===== src/rtl/rand_stream_gen_pkg.sv =====
// ---------------------------------------------------------------------------
// rand_stream_gen_pkg
// Shared definitions for the random stream generator:
//   LANE_MIX_C  - golden-ratio constant used to decorrelate lane seeds
//   xs32_step   - one xorshift32 step (13 / 17 / 5)
//   lane_seed   - per-lane seed derived from a 32-bit base seed
// ---------------------------------------------------------------------------
package rand_stream_gen_pkg;

  localparam logic [31:0] LANE_MIX_C = 32'h9E37_79B9;

  // One xorshift32 step; all shifts stay within 32 bits.
  function automatic logic [31:0] xs32_step(input logic [31:0] x);
    logic [31:0] y;
    y = x;
    y = y ^ (y << 13);
    y = y ^ (y >> 17);
    y = y ^ (y << 5);
    return y;
  endfunction

  // Seed for lane idx: base ^ (idx * LANE_MIX_C). xorshift32 has a fixed
  // point at zero, so a zero seed is replaced by 1.
  function automatic logic [31:0] lane_seed(input logic [31:0] base,
                                            input int unsigned idx);
    logic [31:0] idx_v;
    logic [31:0] seed_v;
    idx_v  = idx;
    seed_v = base ^ (idx_v * LANE_MIX_C);
    if (seed_v == 32'h0000_0000) begin
      seed_v = 32'h0000_0001;
    end else begin
      seed_v = seed_v;
    end
    return seed_v;
  endfunction

endpackage


===== src/rtl/rand_lane_xs32.sv =====
// ---------------------------------------------------------------------------
// rand_lane_xs32
// One 32-bit xorshift32 lane.
//   clk_i       clock
//   rst_i       asynchronous active-high reset; loads the seed from SEED
//   load_i      reseed strobe (wins over step_i)
//   load_base_i base seed used when load_i is high
//   step_i      advance the lane by one xorshift32 step
//   state_o     current lane state
// ---------------------------------------------------------------------------
module rand_lane_xs32
  import rand_stream_gen_pkg::*;
#(
  parameter int unsigned LANE_IDX = 0,
  parameter logic [31:0] SEED     = 32'h0000_0000
) (
  input  logic        clk_i,
  input  logic        rst_i,
  input  logic        load_i,
  input  logic [31:0] load_base_i,
  input  logic        step_i,
  output logic [31:0] state_o
);

  logic [31:0] state_q;
  logic [31:0] state_d;

  // Next-state selection: reseed, step or hold.
  always_comb begin
    state_d = state_q;
    if (load_i) begin
      state_d = lane_seed(load_base_i, LANE_IDX);
    end else if (step_i) begin
      state_d = xs32_step(state_q);
    end else begin
      state_d = state_q;
    end
  end

  // Lane state register; reset restarts the lane from the parameter seed.
  always_ff @(posedge clk_i or posedge rst_i) begin
    if (rst_i) begin
      state_q <= lane_seed(SEED, LANE_IDX);
    end else begin
      state_q <= state_d;
    end
  end

  assign state_o = state_q;

endmodule


===== src/rtl/rand_stream_gen.sv =====
// ---------------------------------------------------------------------------
// rand_stream_gen
// Prefetching random word generator. LANES = WIDTH/32 xorshift32 lanes form
// each word; words are prefetched into a DEPTH-entry circular buffer.
//   CLK              clock
//   RESET            asynchronous active-high reset
//   REQ_WRITE        consume request; pops the head word when valid
//   RESEED_WRITE     reseed strobe; flushes the buffer, overrides push/pop
//   RESEED_DATA      new 32-bit base seed
//   RESP_READ        head word of the buffer
//   RESP_READ_VALID  buffer non-empty
//   DONE             buffer full
// ---------------------------------------------------------------------------
module rand_stream_gen
  import rand_stream_gen_pkg::*;
#(
  parameter int unsigned WIDTH = 32,
  parameter int unsigned DEPTH = 4,
  parameter logic [31:0] SEED  = 32'h0000_0000
) (
  input  logic             CLK,
  input  logic             RESET,
  input  logic             REQ_WRITE,
  input  logic             RESEED_WRITE,
  input  logic [31:0]      RESEED_DATA,
  output logic [WIDTH-1:0] RESP_READ,
  output logic             RESP_READ_VALID,
  output logic             DONE
);

  localparam int unsigned LANES = WIDTH / 32;
  localparam int unsigned PTR_W = $clog2(DEPTH);
  localparam int unsigned CNT_W = PTR_W + 1;

  logic [WIDTH-1:0] mem_q [DEPTH];
  logic [PTR_W-1:0] wr_ptr_q, wr_ptr_d;
  logic [PTR_W-1:0] rd_ptr_q, rd_ptr_d;
  logic [CNT_W-1:0] count_q, count_d;

  logic             full_s;
  logic             push_s;
  logic             pop_s;
  logic [WIDTH-1:0] lane_word_s;

  assign full_s = (count_q == CNT_W'(DEPTH));

  // Lane array; lane 0 occupies the least significant 32 bits of the word.
  for (genvar g = 0; g < LANES; g++) begin : g_lane
    rand_lane_xs32 #(
      .LANE_IDX (g),
      .SEED     (SEED)
    ) u_lane (
      .clk_i       (CLK),
      .rst_i       (RESET),
      .load_i      (RESEED_WRITE),
      .load_base_i (RESEED_DATA),
      .step_i      (push_s),
      .state_o     (lane_word_s[g*32 +: 32])
    );
  end

  // Push/pop decisions and pointer/count next state. A full buffer may still
  // push when it pops in the same cycle, which keeps one word per cycle.
  always_comb begin
    pop_s    = 1'b0;
    push_s   = 1'b0;
    count_d  = count_q;
    wr_ptr_d = wr_ptr_q;
    rd_ptr_d = rd_ptr_q;
    if (RESEED_WRITE) begin
      count_d  = '0;
      wr_ptr_d = '0;
      rd_ptr_d = '0;
    end else begin
      pop_s  = REQ_WRITE && (count_q != '0);
      push_s = !full_s || pop_s;
      if (push_s) begin
        wr_ptr_d = wr_ptr_q + PTR_W'(1);
      end else begin
        wr_ptr_d = wr_ptr_q;
      end
      if (pop_s) begin
        rd_ptr_d = rd_ptr_q + PTR_W'(1);
      end else begin
        rd_ptr_d = rd_ptr_q;
      end
      case ({push_s, pop_s})
        2'b10:   count_d = count_q + CNT_W'(1);
        2'b01:   count_d = count_q - CNT_W'(1);
        default: count_d = count_q;
      endcase
    end
  end

  // Pointer and occupancy registers.
  always_ff @(posedge CLK or posedge RESET) begin
    if (RESET) begin
      wr_ptr_q <= '0;
      rd_ptr_q <= '0;
      count_q  <= '0;
    end else begin
      wr_ptr_q <= wr_ptr_d;
      rd_ptr_q <= rd_ptr_d;
      count_q  <= count_d;
    end
  end

  // Buffer storage; entries are cleared on reset so the head reads 0 until
  // written.
  always_ff @(posedge CLK or posedge RESET) begin
    if (RESET) begin
      for (int i = 0; i < DEPTH; i++) begin
        mem_q[i] <= '0;
      end
    end else if (push_s) begin
      mem_q[wr_ptr_q] <= lane_word_s;
    end
  end

  assign RESP_READ       = mem_q[rd_ptr_q];
  assign RESP_READ_VALID = (count_q != '0);
  assign DONE            = full_s;

endmodule


===== config.mk =====
export PLATFORM = sky130hd
export DESIGN_NAME = rand_stream_gen
export DESIGN_NICKNAME = d
export VERILOG_FILES = /design/src/rtl/rand_stream_gen_pkg.sv /design/src/rtl/rand_lane_xs32.sv /design/src/rtl/rand_stream_gen.sv
export SDC_FILE = /design/constraint.sdc
export NUM_CORES = 1
export LEC_CHECK = 0
export ABC_AREA = 1
export CORE_MARGIN = 4
export CORE_UTILIZATION = 58
export CTS_CLUSTER_DIAMETER = 150
export DETAILED_ROUTE_END_ITERATION = 8
export PLACE_DENSITY_LB_ADDON = 0.12
export SLEW_MARGIN = 20
export SYNTH_ARGS = -nofsm -noshare
export SYNTH_HDL_FRONTEND = slang
export SYNTH_SLANG_ARGS = --single-unit

===== constraint.sdc =====
create_clock -name CLK -period 9.12 [get_ports CLK]
set_input_delay 0.912 -clock CLK [delete_from_list [all_inputs] [get_ports CLK]]
set_output_delay 0.912 -clock CLK [all_outputs]
set_load 0.1 [all_outputs]

---- Word level (Yosys, flattened, before mapping) ----
Cells that the tools add are included.
Widths: inputs -> output; s select.
storage, ports and cells
  bits in registers ....................... 167
  latch bits .............................. 0
  memory bits (writable) .................. 0
  bits in read-only memories .............. 0
  input port bits ......................... 36
  memories kept ........................... 0
cells by class
  add/subtract/negate cells ............... 4
  multipliers ............................. 0
  divide/modulo/power cells ............... 0
  magnitude comparators ................... 3
  eq/ne operators ......................... 3
  shift operators ......................... 0
  mux-type cells .......................... 16
  bitwise gates (word level) .............. 5
  reductions and logical operators ........ 10
operators with widths
  cell                 count
  $mux 32              6
  $bwmux 128           1
  $bmux 32 s2          1
  $demux 32 s2         1
  $xor 32x32->32       2
  $logic_not 32->1     1
  $xor 32x15->32       1
  $mux 2               4
  $ge 3x3->1 const B   2
  $not 2->3            2
  $pmux 3 s2           1
  $reduce_bool 2->1    3
  $reduce_bool 3->1    2
  $add 2x1->2 const B  2
  $add 3x1->3 const B  1
  $eq 3x3->1 const B   1
  $lt 3x1->1 const B   1
  $mux 3               1
  $sub 3x1->3 const B  1
  $eq 2x1->1 const B   1
  $eq 2x2->1 const B   1
  $logic_and 1x1->1    2
  $logic_not 1->1      1
  $logic_or 1x1->1     1
  $mux 1               1

---- Logic depth before layout (Yosys ltp) ----
Gate-level depths: netlist (run 1).
  depth after elaboration ................. 6
  gate-level depth with buffers ........... 10

---- Hierarchy ----
From an unflattened synthesis (run 1), not the netlist that was laid out.
second synthesis, totals
  cell total of the unflattened synthesis .. 1226
  area, all modules ....................... 9175.0 um^2
by module, submodules not included
  module           times used  cells an instance  area an instance (um^2)  seq. area each (um^2)
  rand_stream_gen  1           850                6759.0                   3378.2
  rand_lane_xs32   1           376                2416.1                   802.0

---- Least setup slack after synthesis (run 1) ----
Ideal clock, no wire load.
  path type ............................... reg-to-output
  from .................................... register rd_ptr_q[0]
  to ...................................... output RESP_READ[22]
  arrival time ............................ 2442 ps
  required time ........................... 8208 ps
  slack ................................... 5766 ps
  stages on the path, launching flop included .. 7
  buffers on the path ..................... 3
  path through ............................ dfrtp_1 buf_2 inv_2 buf_2 buf_2 o21ai_0 o22ai_1
on the way
  word-level cells in the longest chain between the ends .. 4
RTL lines
  element                                      line                    RTL
  start, declared                              rand_stream_gen.sv:37   logic [PTR_W-1:0] rd_ptr_q, rd_ptr_d;
  start signal, assigned                       rand_stream_gen.sv:103  rd_ptr_q <= rd_ptr_d;
  $not 2->3 (not written as such)              rand_stream_gen.sv:120  assign RESP_READ = mem_q[rd_ptr_q];
  $bmux 32 s2                                  rand_stream_gen.sv:120
  $mux 32 (not written as such) (2 in series)  rand_stream_gen.sv:120
  end, declared                                rand_stream_gen.sv:26   output logic [WIDTH-1:0] RESP_READ,
Every way passes these cells. The select of a mux whose other input is x is not followed.

---- Final worst setup path (run 1) ----
  from .................................... register rd_ptr_q[1]
  to ...................................... output RESP_READ[31]
Same word-level chain as after synthesis.

==> impl_metrics.tcl, run 1 <==
set metrics [dict create \
    crit_fanout 34 \
    synth_top_cell_area_share_pct 49.6 \
    synthTopCellsByCount "nand2_1, dfrtp_1, o21ai_1, nor2_1, o21ai_0" \
    core-area_um2 14000 \
    fmax_ghz 0.224 \
    synthTopCellsByArea "dfrtp_1, nand2_1, o21ai_1" \
    min_period_ns 4.46 \
    antenna_found_initial 0 \
    met1_usage_pct 39.5 \
    drive_above_1_share_pct 5.24 \
    vias 7326 \
    yosysUniqueCellTypes 26 \
    grt_use_met2_pct 43.0 \
    start_util_pct 59.8 \
    globalplace.congestion 0.905 \
    clock_path_buffers 2 \
    drt_wl_total_mm 21.8 \
    initialDrtViolationCount 807 \
    crit_buf_inv 3 \
    hold_viol 0 \
    io_pins 70 \
    drv_slew 0 \
    cpMaxStageDelayCell "clkdlybuf4s50_1" \
    synth_area_per_cell_um2 8.06 \
    postSynthCellCount 1038 \
    route.detailed.drc 0 \
    io_buffers 69 \
    yosysMostFrequentCell "nand2_1" \
    cpPeakStageDelay_ns 1.17 \
    path_class "flip-flop to primary output" \
    dieArea_um2 16400 \
    regArea_um2 4180 \
    synthFlopType "dfrtp_1" \
    rsz0062_at_grt "no" \
    crit_required_ns 8.21 \
    cts.htree.levels 4 \
    multi_input_area_um2 3510 \
    root_buffer "clkbuf_16" \
    grt_use_met3_pct 3.92 \
    routed_via_density 5.78 \
    arrival_ns 3.54 \
    worstMarginPinSlew_ns 1.12 \
    fin_crit_sh_pct 48.9 \
    n_antenna_cell 0 \
    clock-sinks 167 \
    post-cts-setup-buffers 0 \
    finalWorstSetupSlack_ns 4.66 \
    yosysWarnings 0 \
    grt_pass1_vias 6823 \
    grt_first_pass_wirelength_mm 35.4 \
    dpl_worst_slack_ns 5.10 \
    ant_nets 0 \
    layout.nets 1117 \
    synth_area_leader_cell "dfrtp_1" \
    routedWlPerCell_um 17.2 \
    cap_violations 0 \
    cts_tree "yes" \
    hold_buffers 0 \
    tns_ns 0 \
    critPathLaunchType "flip-flop" \
    cts_buffers 17 \
    fp.dieW_um 128 \
    ctsResizeCount 0 \
    critPathCaptureType "primary output" \
    path_cells "buf_4 -> inv_1 -> o21ai_0 -> o22ai_1 -> clkdlybuf4s50_1" \
    track_usage_pct 27.4 \
    syn2layout_area_growth_pct 13.7 \
    path_clk_slew_ns 0.06 \
    clk_latency_ns 0.43 \
    setup_viol 0 \
    grt.busiest_layer "met2" \
    fill_cells 1181 \
    hpwl_mm 14.1 \
    netlist_area_um2 8370 \
    synth_edf_count 0 \
    status "finished, final reports clean" \
    path_delay_family "buffers and inverters" \
    grt_max_degree 98 \
    holdCritPathClass "flip-flop to flip-flop" \
    grt.overflow.total 0 \
    fin_worst_skew_ns 0.00693 \
    synth_seq_area_share_pct 49.9 \
    slew_headroom_pct 25.6 \
    die-height_um 128 \
    drt-pass1-iter-count 5 \
    syn_nets 1080 \
    synth-seq-cells 167 \
    rows 43 \
    async_flop_share_pct 100 \
]
flip-flops by register name (all words and copies together), names as in the netlist:
register / cells
count_q: 3
g_lane.u_lane.state_o: 32
mem_q: 128
rd_ptr_q: 2
wr_ptr_q: 2
tightest hold or removal path: stages (launching register included):
cell and delay (ns):
dfrtp_1 0.34, nand2_1 0.05, o21ai_1 0.06
placed cells by master (no fill, tap or decap), types with 5 or more instances in the layout:
cell,synthesis,layout
o211ai_1,11,11
inv_2,5,5
o21ai_2,7,7
o21ai_0,82,82
o22ai_1,33,33
clkbuf_16,0,17
a21oi_1,45,45
inv_1,62,61
nand2_1,294,294
clkdlybuf4s50_1,0,69
o21ai_1,121,121
nand3_1,35,35
nor2_1,97,97
dfrtp_1,166,165
ha_1,6,6
per-stage QoR:
stage / hold WS, ns / util (%) / std cells / cell area [um^2]
4_1_cts: 0.479 / 68.1 / 1267 / 9520
6_report: 0.485 / 68.1 / 1267 / 9520
2_1_floorplan: 0.450 / - / 1038 / 8370
3_3_place_gp: 0.461 / 63.6 / 1236 / 8890
3_5_place_dp: 0.464 / 63.6 / 1236 / 8890
5_1_grt: 0.500 / 68.1 / 1267 / 9520
cells by family (layout without fill, tap and decap cells):
family	after synthesis	count (layout)	synth area share [%]
and+or+nand+nor	437	437	21.2
buffers and inverters	122	171	8.16
xor gates and xnor gates	2	2	0.209
DFF	167	167	49.9
adders and majority gates	6	6	0.897
AOI/OAI and AO/OA	304	304	19.6
layout make-up:
cell class	count	share of cell area, %
Inverter	67	2.69
Sequential cell	167	43.9
Clock inverter	11	1.81
Timing Repair Buffer	73	7.57
Clock buffer	20	4.80
Multi-Input combinational cell	749	36.8
Tap cell	180	2.37
layer usage:
metal,wire (um),up-vias,share of wire [%]
li1,-,3532,-
met2,10200,261,47
met4,476,0,2.2
met3,1320,38,6.0
met1,9770,3495,45
met5,0,-,0
final timing paths:
path / slack, ns / to / cells past startpoint / start
setup / recovery: 4.66 / RESP_READ[31] / 5 / rd_ptr_q[1]
hold / removal: 0.49 / mem_q[34] / 2 / mem_q[34]
setup reg to reg: 6.79 / g_lane[0].u_lane.state_o[24] / 9 / count_q[0]
hold reg to reg: 0.49 / mem_q[34] / 2 / mem_q[34]
max in group asynchronous: 6.66 / g_lane[0].u_lane.state_o[22] / 3 / RESET
min in group asynchronous: 1.04 / mem_q[78] / 2 / RESET
Power of run 1 is not shown: default switching activity piles up to over one toggle a cycle in this logic, so the estimate is an artifact.
==> run 2, diff against run 1 <==
--- a/config.mk
+++ b/config.mk
@@ -7,7 +7,7 @@
 export LEC_CHECK = 0
 export ABC_AREA = 1
 export CORE_MARGIN = 4
-export CORE_UTILIZATION = 58
+export CORE_UTILIZATION = 53
 export CTS_CLUSTER_DIAMETER = 150
 export DETAILED_ROUTE_END_ITERATION = 8
 export PLACE_DENSITY_LB_ADDON = 0.12
==> constraint.sdc (replaced) <==
create_clock -name CLK -period 3.97 [get_ports CLK]
set_input_delay 0.397 -clock CLK [delete_from_list [all_inputs] [get_ports CLK]]
set_output_delay 0.397 -clock CLK [all_outputs]
set_load 0.1 [all_outputs]
==> run 2 against run 1 <==
- clock-buffer cell count decreased by 1
- register-to-register slack worse by 5.1 ns
- final area decreased by 0.42%
- routed wire length grew 0.57%
- non-clock buffer count is 3 higher
- critical endpoint is now DONE
- highest routed layer unchanged
==> impl_metrics.tcl, run 2 (synthesis gave the netlist of run 1 again) <==
set metrics [dict create \
    status "finished, final reports clean" \
    drt_wl_total_mm 21.9 \
    vias 7247 \
    rows 45 \
    clk_latency_ns 0.43 \
    path_clk_slew_ns 0.06 \
    grt_pass1_vias 6798 \
    globalplace.congestion 0.921 \
    io_pins 70 \
    drv_slew 0 \
    grt_max_degree 168 \
    tns_ns 0 \
    hold_buffers 0 \
    layout.nets 1120 \
    fmax_ghz 0.358 \
    core-area_um2 15300 \
    syn2layout_area_growth_pct 13.3 \
    path_class "flip-flop to primary output" \
    layout_commonest_cell "nand2_1" \
    antenna_found_initial 0 \
    post-cts-setup-buffers 0 \
    initialDrtViolationCount 814 \
    worstMarginPinSlew_ns 0.966 \
    final_cell_mix "nand2_1, dfrtp_1, o21ai_1" \
    cts.htree.levels 4 \
    regMostFlops "mem_q" \
    fp.dieW_um 134 \
    fin_worst_skew_ns 0.0122 \
    largest_reg_flops 128 \
    grt_first_pass_wirelength_mm 35.4 \
    crit_start "count_q[1]" \
    drive_above_1_share_pct 8.44 \
    hpwl_mm 13.9 \
    die-height_um 134 \
    rrSetupSlack_ns 1.71 \
    cts_tree "yes" \
    cts_buffers 17 \
    ant_nets 0 \
    n_antenna_cell 0 \
    start_util_pct 54.7 \
    holdCritPathClass "flip-flop to flip-flop" \
    clock-sinks 167 \
    routedWlPerCell_um 16.8 \
    slew_headroom_pct 35.4 \
    clock_path_buffers 2 \
    root_buffer "clkbuf_16" \
    ctsResizeCount 0 \
    dieArea_um2 17900 \
    reg2reg_from "count_q[1]" \
    routed_via_density 5.57 \
    min_from "mem_q[75]" \
    rsz0062_at_grt "no" \
    fin_crit_sh_pct 70.4 \
    crit_fanout 3 \
    min_period_ns 2.79 \
    grt.overflow.total 0 \
    arrival_ns 2.40 \
    cap_violations 0 \
    route.detailed.drc 0 \
    track_usage_pct 25.1 \
    crit_required_ns 3.57 \
    hold_viol 0 \
    drt-pass1-iter-count 5 \
    setup_viol 0 \
    critPathLaunchType "flip-flop" \
    critPathCaptureType "primary output" \
    io_buffers 69 \
]
run 2: changes by cell type in the layout (fill, tap and decap cells not counted):
cell and delta:
buf_12 +1, buf_4 +34, bufinv_16 -1, clkbuf_8 -1
clkdlybuf4s50_1 -32, clkinv_2 +2, clkinv_4 -2, clkinvlp_4 +4
inv_2 -1, inv_6 -1
run 2: per-layer routing:
metal	up-vias	GRT usage (%)	part of all wire, %	wire length [um]
li1	3525	-	-	-
met1	3472	35.6	46	10200
met2	226	40.8	47	10200
met3	24	3.51	5.7	1250
met4	0	6.57	1.3	280
met5	-	0	0	0
run 2: layout make-up:
cell class                 instances  area (um^2)
tap                              211          264
inverter                          67          256
clock inverter                    12          153
sequential                       167         4180
clock buffer                      19          443
fill                            1399         5830
multi-input combinational        749         3510
timing repair buffer              76          676
run 2: critical path, stage by stage (launching register included):
cell and delay, ns:
dfrtp_1 0.40, inv_1 0.08, ha_1 0.18, nand2_1 0.12, inv_1 0.07, clkdlybuf4s50_1 1.12
run 2: through the flow:
stage / area [um^2] / hold slack (ns) / util (%) / cells / setup WS (ns)
final: 9480 / 0.477 / 61.9 / 1301 / 1.18
after CTS: 9480 / 0.479 / 61.9 / 1301 / 1.15
after global placement: 8880 / 0.463 / 58.0 / 1270 / 1.44
after floorplan: 8370 / 0.450 / - / 1038 / 1.13
after detailed placement: 8880 / 0.464 / 58.0 / 1270 / 1.45
after global routing: 9480 / 0.496 / 61.9 / 1301 / 1.02
run 2: path summary, 6_finish.rpt:
path | end | cells after the start
worst max-delay path | DONE | 5
worst max register to register | g_lane[0].u_lane.state_o[31] | 9
worst min-delay path | mem_q[75] | 2
max in group asynchronous | rd_ptr_q[0] | 3
worst min register to register | mem_q[75] | 2
min in group asynchronous | mem_q[48] | 3
Power of run 2 is left out for the same reason.
